===== src/rtl/button_conditioner.sv =====
// Multi-channel input conditioner: N-stage synchroniser, stability-count debouncer and
// registered rise/fall pulse generation for asynchronous buttons and switches.
module button_conditioner #(
   parameter int unsigned CHANNELS       = 4,
   parameter int unsigned SYNC_STAGES    = 2,
   parameter int unsigned DEBOUNCE_COUNT = 16
) (
   input  logic                clk,
   input  logic                rst,
   input  logic [CHANNELS-1:0] sig_in,
   output logic [CHANNELS-1:0] sig_sync,
   output logic [CHANNELS-1:0] sig_db,
   output logic [CHANNELS-1:0] rise,
   output logic [CHANNELS-1:0] fall
);

   localparam int unsigned CNT_W = $clog2(DEBOUNCE_COUNT + 1);
   localparam logic [CNT_W-1:0] CNT_LAST = CNT_W'(DEBOUNCE_COUNT - 1);

   // Stage 0 is the only flop that samples sig_in asynchronously; keep the chain adjacent.
   (* ASYNC_REG = "TRUE" *) logic [SYNC_STAGES-1:0][CHANNELS-1:0] sync_q;

   always_ff @(posedge clk or posedge rst) begin
      if (rst) begin
         sync_q <= '0;
      end else begin
         sync_q <= {sync_q[SYNC_STAGES-2:0], sig_in};
      end
   end

   assign sig_sync = sync_q[SYNC_STAGES-1];

   logic [CHANNELS-1:0] mismatch;
   logic [CHANNELS-1:0] accept;

   assign mismatch = sig_sync ^ sig_db;

   for (genvar c = 0; c < CHANNELS; c++) begin : g_ch
      logic [CNT_W-1:0] cnt_q;
      logic [CNT_W-1:0] cnt_d;

      assign accept[c] = mismatch[c] && (cnt_q == CNT_LAST);

      // Any cycle of agreement, or an accept, restarts the stability count.
      always_comb begin
         cnt_d = '0;
         if (mismatch[c] && !accept[c]) begin
            cnt_d = cnt_q + 1'b1;
         end
      end

      always_ff @(posedge clk or posedge rst) begin
         if (rst) begin
            cnt_q <= '0;
         end else begin
            cnt_q <= cnt_d;
         end
      end
   end

   always_ff @(posedge clk or posedge rst) begin
      if (rst) begin
         sig_db <= '0;
         rise   <= '0;
         fall   <= '0;
      end else begin
         sig_db <= (sig_db & ~accept) | (sig_sync & accept);
         rise   <= accept & sig_sync;
         fall   <= accept & ~sig_sync;
      end
   end

endmodule


===== config.mk =====
export PLATFORM = sky130hd
export DESIGN_NAME = button_conditioner
export DESIGN_NICKNAME = d
export VERILOG_FILES = /design/src/rtl/button_conditioner.sv
export SDC_FILE = /design/constraint.sdc
export NUM_CORES = 1
export LEC_CHECK = 0
export CORE_MARGIN = 2
export CORE_UTILIZATION = 47
export DETAILED_ROUTE_END_ITERATION = 8
export GPL_TIMING_DRIVEN = 0
export PLACE_DENSITY = 0.73
export SETUP_SLACK_MARGIN = 0.4
export SYNTH_ARGS = -nofsm -noshare
export SYNTH_HDL_FRONTEND = slang
export SYNTH_SLANG_ARGS = --single-unit

===== constraint.sdc =====
create_clock -name clk -period 1.3 [get_ports clk]
set_clock_uncertainty 0.1 [all_clocks]
set_input_delay 0.325 -clock clk [delete_from_list [all_inputs] [get_ports clk]]
set_output_delay 0.325 -clock clk [all_outputs]
set_load 0.02 [all_outputs]

======== Yosys cells after proc, flatten, opt, wreduce, memory -nomap -nowiden ========
Index checks and enable logic that the tools add are counted.
word-level totals
  register bits ........................... 40
  input bits .............................. 6
  output and inout bits ................... 16
  logic and storage cells ................. 40
cells by class
  add/sub/neg operators ................... 4
  equality and inequality tests ........... 4
  multiplexer cells ....................... 4
  bitwise gates (word level) .............. 7
  reduce and logical (&&, ||, !) cells .... 12
operators by type and width
  cell                                                                    count
  5-bit by 1-bit adder with 5-bit output (second input constant)          4
  5-bit by 4-bit equality test with 1-bit output (second input constant)  4
  5-bit two-way mux                                                       4
  4-bit AND                                                               3
  1-bit logical AND                                                       8
  4-bit NOT                                                               2
  1-bit zero test                                                         4
  4-bit OR                                                                1
  4-bit bitwise XOR                                                       1

======== Depth between registers and ports, before layout ========
  depth after elaboration ................. 5
  gate-level depth with buffers ........... 5
  mapped depth without buffers ............ 5

======== Least setup slack after synthesis ========
Ideal clock, no wire load.
  kind .................................... reg-to-reg
  start point ............................. register g_ch[0].cnt_q[0]
  end point ............................... register g_ch[0].cnt_q[2]
  setup time .............................. 0.072 ns
  arrival ................................. 1.243 ns
  data required time ...................... 1.128 ns
  slack ................................... -0.115 ns
  stages on the path, launching flop included .. 6
  buffers on the path ..................... 0
  period minus slack after synthesis ...... 1.415 ns
  path through ............................ dfrtp_1 > ha_1 > and3_1 > ha_1 > nand2b_1 > nor2_1
on the way
  longest elaborated chain between the ends .. 5
  elaborated cells on any way between the ends .. 6
  classes of those cells .................. 1 x add/sub; 1 x eq/ne; 1 x mux; 3 x reduce/logical
ends and longest elaborated chain
  item                                                                            RTL line  text
  from (decl)                                                                     39        logic [CNT_W-1:0] cnt_q;
  from (signal assigned)                                                          56        cnt_q <= cnt_d;
  branches (longest 4 deep; another with 5-bit by 1-bit adder with 5-bit output)  --
  5-bit two-way mux *                                                             47        if (mismatch[c] && !accept[c]) begin
  via g_ch[0].cnt_d[2]                                                            40        logic [CNT_W-1:0] cnt_d;
Mark *: on every way through the listed nets, which the timed path passes.

======== Worst setup path in the final report ========
  start point ............................. register sync_q (netlist bit sig_sync[0])
  end point ............................... output sig_sync[0]
RTL lines
  item                    RTL line  text
  from (decl)             21        (* ASYNC_REG = "TRUE" *) logic [SYNC_STAGES-1:0][CHANNELS-1:0] sync_q;
  from (signal assigned)  27        sync_q <= {sync_q[SYNC_STAGES-2:0], sig_in};
  to (decl)               11        output logic [CHANNELS-1:0] sig_sync,
No word-level cell between the ends.

==> reports/qor.csv <==
stage;metric;value;unit
run_status;run status;finished, violations left;
route;DRT Pass-1 Iters;3;
cts;Sink Count;40;
route;Via-to-Cell Ratio;4.54;
critical_path;R2R depth;5;
cells_and_area;Ant. Diodes;0;
placed_design;gp weighted congestion;0.658;
route;final wirelength;2600;um
cells_and_area;Finished Layout Cells;221;
critical_path;CP bufs+invs;2;
placed_design;Inst Count DP;190;
yosys;syn nets;139;
hold_path;Hold/Removal Path Class;primary input to async pin;
die;starting density of the core;49.5;%
yosys;Seq cells post-synth;40;
route;DRT iter0 DRCs;34;
timing;Slew Viols, Final;0;
timing;Rel. slew slack;70.4;%
yosys;largest area contributor in the synthesized netlist;dfrtp_1;
global_routing;antenna violations before repair;0;
cells_and_area;# nets final;190;
cts;Max Root-Sink Buffers;2;
timing;RSZ-0062 raised after global routing;true;
yosys;syn avg cell area;12.1;sq um
yosys;register area share after synthesis;66.3;%
timing;fmax;711;MHz
cts;root buffer cell;clkbuf_4;
die;full die area;3680;sq um
timing;Setup Viol. Count Final;27;
critical_path;CP delay by family, top;flip-flops;
timing;Tmin final;1.41;ns
route;wire length per cell;11.8;um
cts;H-Tree Depth;2;
critical_path;Startpoint Class;flop;
job;# Max-Cap Violations;0;
global_routing;first-pass GRT wire length;4230;um
power;PwrDens;965;nW/um^2
die;Row Count;20;
critical_path;CP peak stage delay;0.42;ns
placed_design;Port Buffers;21;
route;vias;1004;
cells_and_area;Area Overhead vs Synth;49.5;%
placed_design;HPWL Detailed;1580;um
yosys;synth warn;0;
critical_path;flop-to-flop setup slack;-0.07;ns
yosys;post-synthesis cell count;125;
cts;# hold bufs at CTS;0;
critical_path;CP max-delay cell;dfrtp_2;
timing;Fin. Hold Viols;20;
critical_path;Critical Setup Path Class;flop to primary output;
global_routing;largest net degree at the start of global routing;21;
yosys;cell area after synthesis;1510;sq um
cts;Skew-Pair Late Insertion Delay;0.33;ns
die;I/O Pins;22;
route;DRC;0;
critical_path;Critical R2R Launch;g_ch[3].cnt_q[0];
critical_path;Crit. path cell count;2;
timing;ratio of final minimum period to clock period;108;%
timing;setup ws final;-0.107;ns
cells_and_area;fillers;216;
yosys;Synth cell types;13;
yosys;top cells by area, synth;dfrtp_1 66%, ha_1 6.6%, nor2_1 6.0%;
critical_path;crit end category;primary output;
cells_and_area;Storage cell area;1000;sq um
critical_path;CP Cell Sequence;buf_6 -> buf_6;
cts;CTS tree;built;
global_routing;Total Routing Usage GR;16.1;%
critical_path;worst r2r dst;g_ch[3].cnt_q[3];
yosys;post-synth top area share;66.3;%
timing;Min Hold Slack;-0.0253;ns
die;Die H;60.7;um
power;leak pwr;0.00106;uW
global_routing;grt total ovfl;0;
run_status;failing checks;negative hold slack, negative setup slack;
critical_path;crit-path most repeated cell;buf_6;
cts;clk slew on worst S/H paths;0.10;ns
timing;Slew @ Worst Pin;0.444;ns
power;Max rail drop VDD;0.714;mV
cells_and_area;Multi-input gate area;638;sq um
die;placeable core area;3050;sq um
global_routing;vias in the first global route;1000;
cells_and_area;share of cells above drive strength 1;51.4;%
critical_path;WP data arrival;0.98;ns
critical_path;Required @ worst endpoint;0.88;ns
cts;total CTS buffers;5;
die;Die W;60.7;um
route;post-detailed-route count of antenna-violating nets;0;
critical_path;crit-path max FO;2;
-- cell usage in the layout, fill, tap and decap left out --
master,instances
nor3b_2,3
buf_6,20
buf_4,21
and3_4,4
nand3_1,4
nand2_4,1
nor2_2,12
o21ai_2,1
dlymetal6s2s_1,1
inv_1,12
nor2_4,2
clkbuf_8,1
xnor2_2,1
nand2b_4,4
dfrtp_2,1
nor3b_4,1
ha_4,4
o21ai_1,3
nand2_2,3
xor2_1,8
ha_2,4
xnor2_1,3
dfrtp_1,39
clkinvlp_4,3
clkbuf_1,2
nor2_1,10
clkdlybuf4s50_1,4
clkbuf_4,5
-- flip-flops by register name, indices dropped and copies added, names as in the netlist, named ones only --
name,count
g_ch.cnt_q,20
fall,4
rise,4
sig_sync,4
sync_q,4
-- per-stage QoR --
step	setup TNS (ns)	utilization, %	area, sq um	setup WS (ns)	power [uW]
6_report	-1.49	73.9	2260	-0.107	2180
2_1_floorplan	0	-	1650	0.0133	1450
3_5_place_dp	-9.31	62.8	1920	-0.255	1500
4_1_cts	-1.46	70.0	2140	-0.128	2180
3_3_place_gp	-7.04	62.8	1920	-0.233	1490
5_1_grt	-3.30	73.9	2260	-0.173	2300
-- power breakdown --
part           switching (uW)  internal, uW  total (uW)
Combinational             116           120         236
Sequential               28.4          1290        1310
Clock                     360           267         627
Total                     504          1670        2180
-- synth_stat cells --
library cell,number
dfrtp_1,40
nor2_1,24
inv_1,13
ha_1,8
xor2_1,8
and3_1,4
buf_4,4
nand2_1,4
nand2b_1,4
nand3_1,4
nor3b_1,4
o21ai_0,4
xnor2_1,4
-- timing repair --
item,in CTS,in global routing
hold endpoints to repair,0,20
pin swaps,13,1
cloned,1,1
setup buffers,15,6
endpoints found under the setup margin,88,63
resized for setup,105,20
-- final cells by class --
| class | instances | area share, % |
|---|---|---|
| repair inverters | 2 | 0.665 |
| plain buffers | 4 | 2.00 |
| multi-input cells | 68 | 28.3 |
| clock buffers | 8 | 2.61 |
| inverters | 13 | 2.33 |
| flip-flops and latches | 40 | 44.4 |
| well taps | 44 | 2.44 |
| repair buffers | 42 | 17.3 |
-- layer usage --
metal	global-route usage [%]	share of wire (%)	up-vias
li1	-	-	488
met1	19.9	41	499
met2	26.9	55	17
met3	5.76	3.7	0
met4	4.66	0	0
met5	0	0	-
-- logic make-up (layout without fill, tap and decap cells) --
family,count (synthesis),count (layout),synth area share [%]
flip-flops,40,40,66.3
buffers and inverters,17,69,5.22
AND/OR/NAND/NOR,44,44,13.6
adder cells (fa/ha/maj),8,8,6.63
XOR/XNOR,12,12,6.96
AO/OA/AOI/OAI,4,4,1.33
-- worst max path at each step --
stage | endpoint | slack, ns | start
finish | sig_sync[0] | -0.11 | sig_sync[0]
global placement | sig_sync[0] | -0.23 | sig_sync[0]
CTS | sig_sync[0] | -0.13 | sig_sync[0]
detailed placement | sig_sync[0] | -0.25 | sig_sync[0]
global route | sig_sync[3] | -0.17 | sig_sync[3]
floorplan | g_ch[0].cnt_q[0] | 0.01 | g_ch[0].cnt_q[0]
No activity file was read; power rests on OpenSTA's default activity.
